## config.mk

```make
export PLATFORM = sky130hd
export DESIGN_NAME = pcie_tx_arbiter
export DESIGN_NICKNAME = d
export VERILOG_FILES = /design/src/rtl/pcie_tx_arbiter.sv
export SDC_FILE = /design/constraint.sdc
export NUM_CORES = 1
export LEC_CHECK = 0
export ABC_CLOCK_PERIOD_IN_PS = 5500
export BUFFER_PORTS_ARGS = -buffer_cell sky130_fd_sc_hd__buf_4
export CELL_PAD_IN_SITES_DETAIL_PLACEMENT = 2
export CELL_PAD_IN_SITES_GLOBAL_PLACEMENT = 2
export CORE_AREA = 5 5 184 186
export DETAILED_ROUTE_END_ITERATION = 8
export DIE_AREA = 0 0 189 191
export PLACE_DENSITY = 0.69
export SLEW_MARGIN = 15
export SYNTH_ARGS = -nofsm -noshare
export SYNTH_HDL_FRONTEND = slang
export SYNTH_SLANG_ARGS = --single-unit
```

## constraint.sdc

```tcl
create_clock -name clk -period 5.5 [get_ports clk]
set_clock_uncertainty 0.05 [all_clocks]
set_input_delay 1.1 -clock clk [delete_from_list [all_inputs] [get_ports clk]]
set_output_delay 1.1 -clock clk [all_outputs]
set_load 0.05 [all_outputs]
```

## src/rtl/pcie_tx_arbiter.sv

```systemverilog
// Two-requester arbiter that multiplexes TLP streams onto the PCIe core TX AXI-Stream port.
// Define PCIE_TX_CPL_PRIORITY_EN to give the completion engine (requester 0) strict priority.
module pcie_tx_arbiter #(
    parameter int unsigned MIN_BUF_AV = 2
) (
    input  logic         clk,
    input  logic         rst_n,

    input  logic [127:0] rq0_tdata,
    input  logic [15:0]  rq0_tkeep,
    input  logic         rq0_tlast,
    input  logic         rq0_tvalid,
    output logic         rq0_tready,

    input  logic [127:0] rq1_tdata,
    input  logic [15:0]  rq1_tkeep,
    input  logic         rq1_tlast,
    input  logic         rq1_tvalid,
    output logic         rq1_tready,

    output logic [127:0] s_axis_tx_tdata,
    output logic [15:0]  s_axis_tx_tstrb,
    output logic         s_axis_tx_tlast,
    output logic         s_axis_tx_tvalid,
    input  logic         s_axis_tx_tready,
    output logic [3:0]   s_axis_tx_tuser,
    input  logic [5:0]   tx_buf_av,
    output logic [1:0]   grant,
    output logic [15:0]  pkt_cnt0,
    output logic [15:0]  pkt_cnt1
);

    typedef enum logic [1:0] {
        IDLE  = 2'd0,
        BUSY0 = 2'd1,
        BUSY1 = 2'd2
    } state_e;

    localparam logic [5:0] MinBufAv = 6'(MIN_BUF_AV);

    state_e      state_q, state_d;
    logic [15:0] pktCnt0_q, pktCnt0_d;
    logic [15:0] pktCnt1_q, pktCnt1_d;
    logic        bufOk;
    logic        pick1;

    assign bufOk = (tx_buf_av >= MinBufAv);

`ifdef PCIE_TX_CPL_PRIORITY_EN
    assign pick1 = rq1_tvalid & ~rq0_tvalid;
`else
    // lastServed_q=1 means requester 1 finished the most recent packet, so requester 0 wins a tie.
    logic lastServed_q, lastServed_d;

    assign pick1 = rq1_tvalid & (~rq0_tvalid | ~lastServed_q);
`endif

    always_comb begin
        state_d   = state_q;
        pktCnt0_d = pktCnt0_q;
        pktCnt1_d = pktCnt1_q;
`ifndef PCIE_TX_CPL_PRIORITY_EN
        lastServed_d = lastServed_q;
`endif
        unique case (state_q)
            IDLE: begin
                if (bufOk && (rq0_tvalid || rq1_tvalid)) begin
                    state_d = pick1 ? BUSY1 : BUSY0;
                end
            end
            BUSY0: begin
                if (rq0_tvalid && s_axis_tx_tready && rq0_tlast) begin
                    state_d   = IDLE;
                    pktCnt0_d = pktCnt0_q + 16'd1;
`ifndef PCIE_TX_CPL_PRIORITY_EN
                    lastServed_d = 1'b0;
`endif
                end
            end
            BUSY1: begin
                if (rq1_tvalid && s_axis_tx_tready && rq1_tlast) begin
                    state_d   = IDLE;
                    pktCnt1_d = pktCnt1_q + 16'd1;
`ifndef PCIE_TX_CPL_PRIORITY_EN
                    lastServed_d = 1'b1;
`endif
                end
            end
            default: state_d = IDLE;
        endcase
    end

    // Zero-latency pass-through of the owning requester; everything is quiet while idle.
    always_comb begin
        grant            = 2'b00;
        rq0_tready       = 1'b0;
        rq1_tready       = 1'b0;
        s_axis_tx_tdata  = '0;
        s_axis_tx_tstrb  = '0;
        s_axis_tx_tlast  = 1'b0;
        s_axis_tx_tvalid = 1'b0;
        unique case (state_q)
            BUSY0: begin
                grant            = 2'b01;
                rq0_tready       = s_axis_tx_tready;
                s_axis_tx_tdata  = rq0_tdata;
                s_axis_tx_tstrb  = rq0_tkeep;
                s_axis_tx_tlast  = rq0_tlast;
                s_axis_tx_tvalid = rq0_tvalid;
            end
            BUSY1: begin
                grant            = 2'b10;
                rq1_tready       = s_axis_tx_tready;
                s_axis_tx_tdata  = rq1_tdata;
                s_axis_tx_tstrb  = rq1_tkeep;
                s_axis_tx_tlast  = rq1_tlast;
                s_axis_tx_tvalid = rq1_tvalid;
            end
            default: ;
        endcase
    end

    always_ff @(posedge clk) begin
        if (!rst_n) begin
            state_q   <= IDLE;
            pktCnt0_q <= '0;
            pktCnt1_q <= '0;
`ifndef PCIE_TX_CPL_PRIORITY_EN
            lastServed_q <= 1'b1;
`endif
        end else begin
            state_q   <= state_d;
            pktCnt0_q <= pktCnt0_d;
            pktCnt1_q <= pktCnt1_d;
`ifndef PCIE_TX_CPL_PRIORITY_EN
            lastServed_q <= lastServed_d;
`endif
        end
    end

    assign s_axis_tx_tuser = 4'b0000;
    assign pkt_cnt0        = pktCnt0_q;
    assign pkt_cnt1        = pktCnt1_q;

endmodule

```

==> flow_summary.ini <==
[status]
outcome = completed

[synthesis]
ys_top_cells_by_count = a22oi_1, nor2b_1, clkbuf_1
synth_warnings = 0
synth_xor_area_share_pct = 3.52
synth_ff_type = dfxtp_1
ys_ff_latch = 35
synth-async-reset-ratio_pct = 0
synth_top_family_by_area = simple AND/OR/NAND/NOR gates
avgSynthCellArea_um2 = 7.23
synth_edf_count = 0
synth_largest_area_cell = a22oi_1
synth_seq_area_share_pct = 17.6
netlist_instances = 550
synth.top_cell.area_share_pct = 27.6
synth.area.top_cells = a22oi_1, nor2b_1, dfxtp_1
syn-cell-area_um2 = 3980
yosys.area_share.simple_pct = 36.8
synthAdderAreaFrac_pct = 2.20
synth_compound_area_share_pct = 31.9
synthDistinctLibCells = 35
muxShareOfSynthArea_pct = 1.01

[placed_design]
portBuffers = 481
gp_congestion = 0.785
dp_hpwl_um = 25200

[sta]
tightest_slew_ns = 1.01
max_freq_ghz = 0.267
min_period_over_period_pct = 68.2
timing.setup.tns_ns = 0
layout_min_cycle_time_ns = 3.75
rsz0062_at_grt = false
drv_slew = 0
max-slew-margin-rel_pct = 32.9
setup_viol = 0
holdWs_ns = 0.426
hold_viol = 0

[cts]
post-cts-setup-buffers = 0
clk_pin_slew_ns = 0.05
clock_path_buffers = 2
htree_levels = 2
root_buffer = clkbuf_16
cts_hold_buf = 0
clock_sinks = 35
ctsResizeCount = 0
cts_buffers = 5
clkLatencyLatePin_ns = 0.28
cts_tree = built

[routing]
via_per_inst = 4.37
dr.pass1.iters = 4
vias = 6095
wire_per_inst_um = 21.8
ant_nets = 0
drt_iter0_markers = 221
drc_errors = 0
wl_um = 30400

[cells_and_area]
n_fill_cell = 3787
area_growth_pct = 104
finish.utilization_pct = 25.3
drive_above_1_share_pct = 50.9
multi_input_area_um2 = 3050
seq_area_um2 = 701
fin_nets = 1294
antenna_cells = 0

[min_path]
hold_path_end = pkt_cnt0[15]
hold_class = reg2reg
hold_start = pkt_cnt0[15]
worstHoldPathCells = 2

[global_routing]
grt_pass1_vias = 6666
grt_antenna_before_repair = 1
grt_pass1_wl_um = 42800
grt_overflow = 0
grt_max_degree = 80
grtUsageTotal_pct = 15.4

[pwr]
peakVddDrop_mv = 0.133
p_per_area_nw_per_um2 = 259
leakage_nw = 3.48

[worst_setup_path]
arrival_ns = 2.60
reg2reg_to = pkt_cnt0[14]
crit_fanout = 43
crit_required_ns = 4.35
rrSetupSlack_ns = 2.55
r2r_cells = 7
worstSetupEndpointType = primary output
worstReg2RegStart = state_q[1]
cp-start-kind = flip-flop
worst-setup-path-type = reg2out

[floorplan]
die_w_um = 189
die_y_um = 191
start_util_pct = 12.4
core_area_um2 = 32100
die-area_um2 = 36100
ios = 487
rows = 66

[run]
cap_viol_max_count = 0
[where the power goes]
part	internal, mW	leakage [nW]	total (mW)	switching (mW)
logic	0.574	3.12	1.54	0.967
clock network	0.193	0.0772	0.303	0.110
registers	0.258	0.282	0.264	0.00619
[worst max path at each step]
stage,start,end,slack [ns],cells past startpoint
after detailed placement,state_q[0],s_axis_tx_tstrb[2],2.04,6
final,state_q[0],s_axis_tx_tstrb[2],1.75,6
after CTS,state_q[0],s_axis_tx_tstrb[2],1.73,6
after global routing,state_q[0],s_axis_tx_tstrb[2],1.59,6
after global placement,state_q[0],s_axis_tx_tstrb[2],2.06,6
after floorplan,state_q[0],s_axis_tx_tstrb[10],2.25,7
[kinds of logic after synthesis]
group           count (synthesis)
mux                             4
other cells                     1
simple gates                  245
buf+inv                        67
flops                          35
xor+xnor                       16
fa+ha+maj                       7
compound gates                175
[metrics by stage]
step           power (mW)  setup slack, ns  instances  instance area (um2)
2_1_floorplan        1.24             2.25        553                 3990
3_3_place_gp         1.82             2.06       1387                 7970
3_5_place_dp         1.83             2.04       1387                 7970
4_1_cts              2.14             1.73       1395                 8120
5_1_grt              2.22             1.59       1395                 8120
6_report             2.11             1.75       1395                 8120
[layer usage]
metal  vias up  track usage [%]  wire, um
met2       225             28.5     15900
met3        16             4.38      1990
met4         2             2.05       300
li1       2878                -         -
met5         -                0        13
met1      2974             18.1     12200
[flip-flops by register name (all words and copies together) (netlist names)]
signal and cells:
lastServed_q 1, pkt_cnt0 16, pkt_cnt1 16, state_q 2
[worst max-delay path: stages, from the launching register on]
cell and delay [ns]:
dfxtp_1 0.36, inv_1 0.20, ha_4 0.50, buf_4 0.51, a22oi_1 0.18, nor2b_1 0.25, buf_4 0.25
[layout make-up]
| class | instances | area share, % |
|---|---|---|
| repair buffers | 487 | 45.3 |
| multi-input cells | 451 | 37.6 |
| clock buffers | 8 | 1.93 |
| flip-flops and latches | 35 | 8.63 |
| well taps | 408 | 6.28 |
| inverters | 6 | 0.277 |
[layout by cell type (no fill, tap or decap), types with 5 or more instances in the layout]
cell type	Yosys	final
nand2_1	24	24
or4_1	7	7
buf_4	5	485
nand4_1	10	10
xor2_1	7	7
xnor2_1	9	9
a22oi_1	146	146
nand3_1	10	10
inv_1	6	6
nor2b_1	146	146
clkbuf_16	0	5
nor2_1	18	18
a21oi_1	14	14
o31ai_1	7	7
nor3_1	5	5
dfxtp_1	35	35
o21ai_0	5	5
Note: power is estimated with default switching activity, not from simulation.
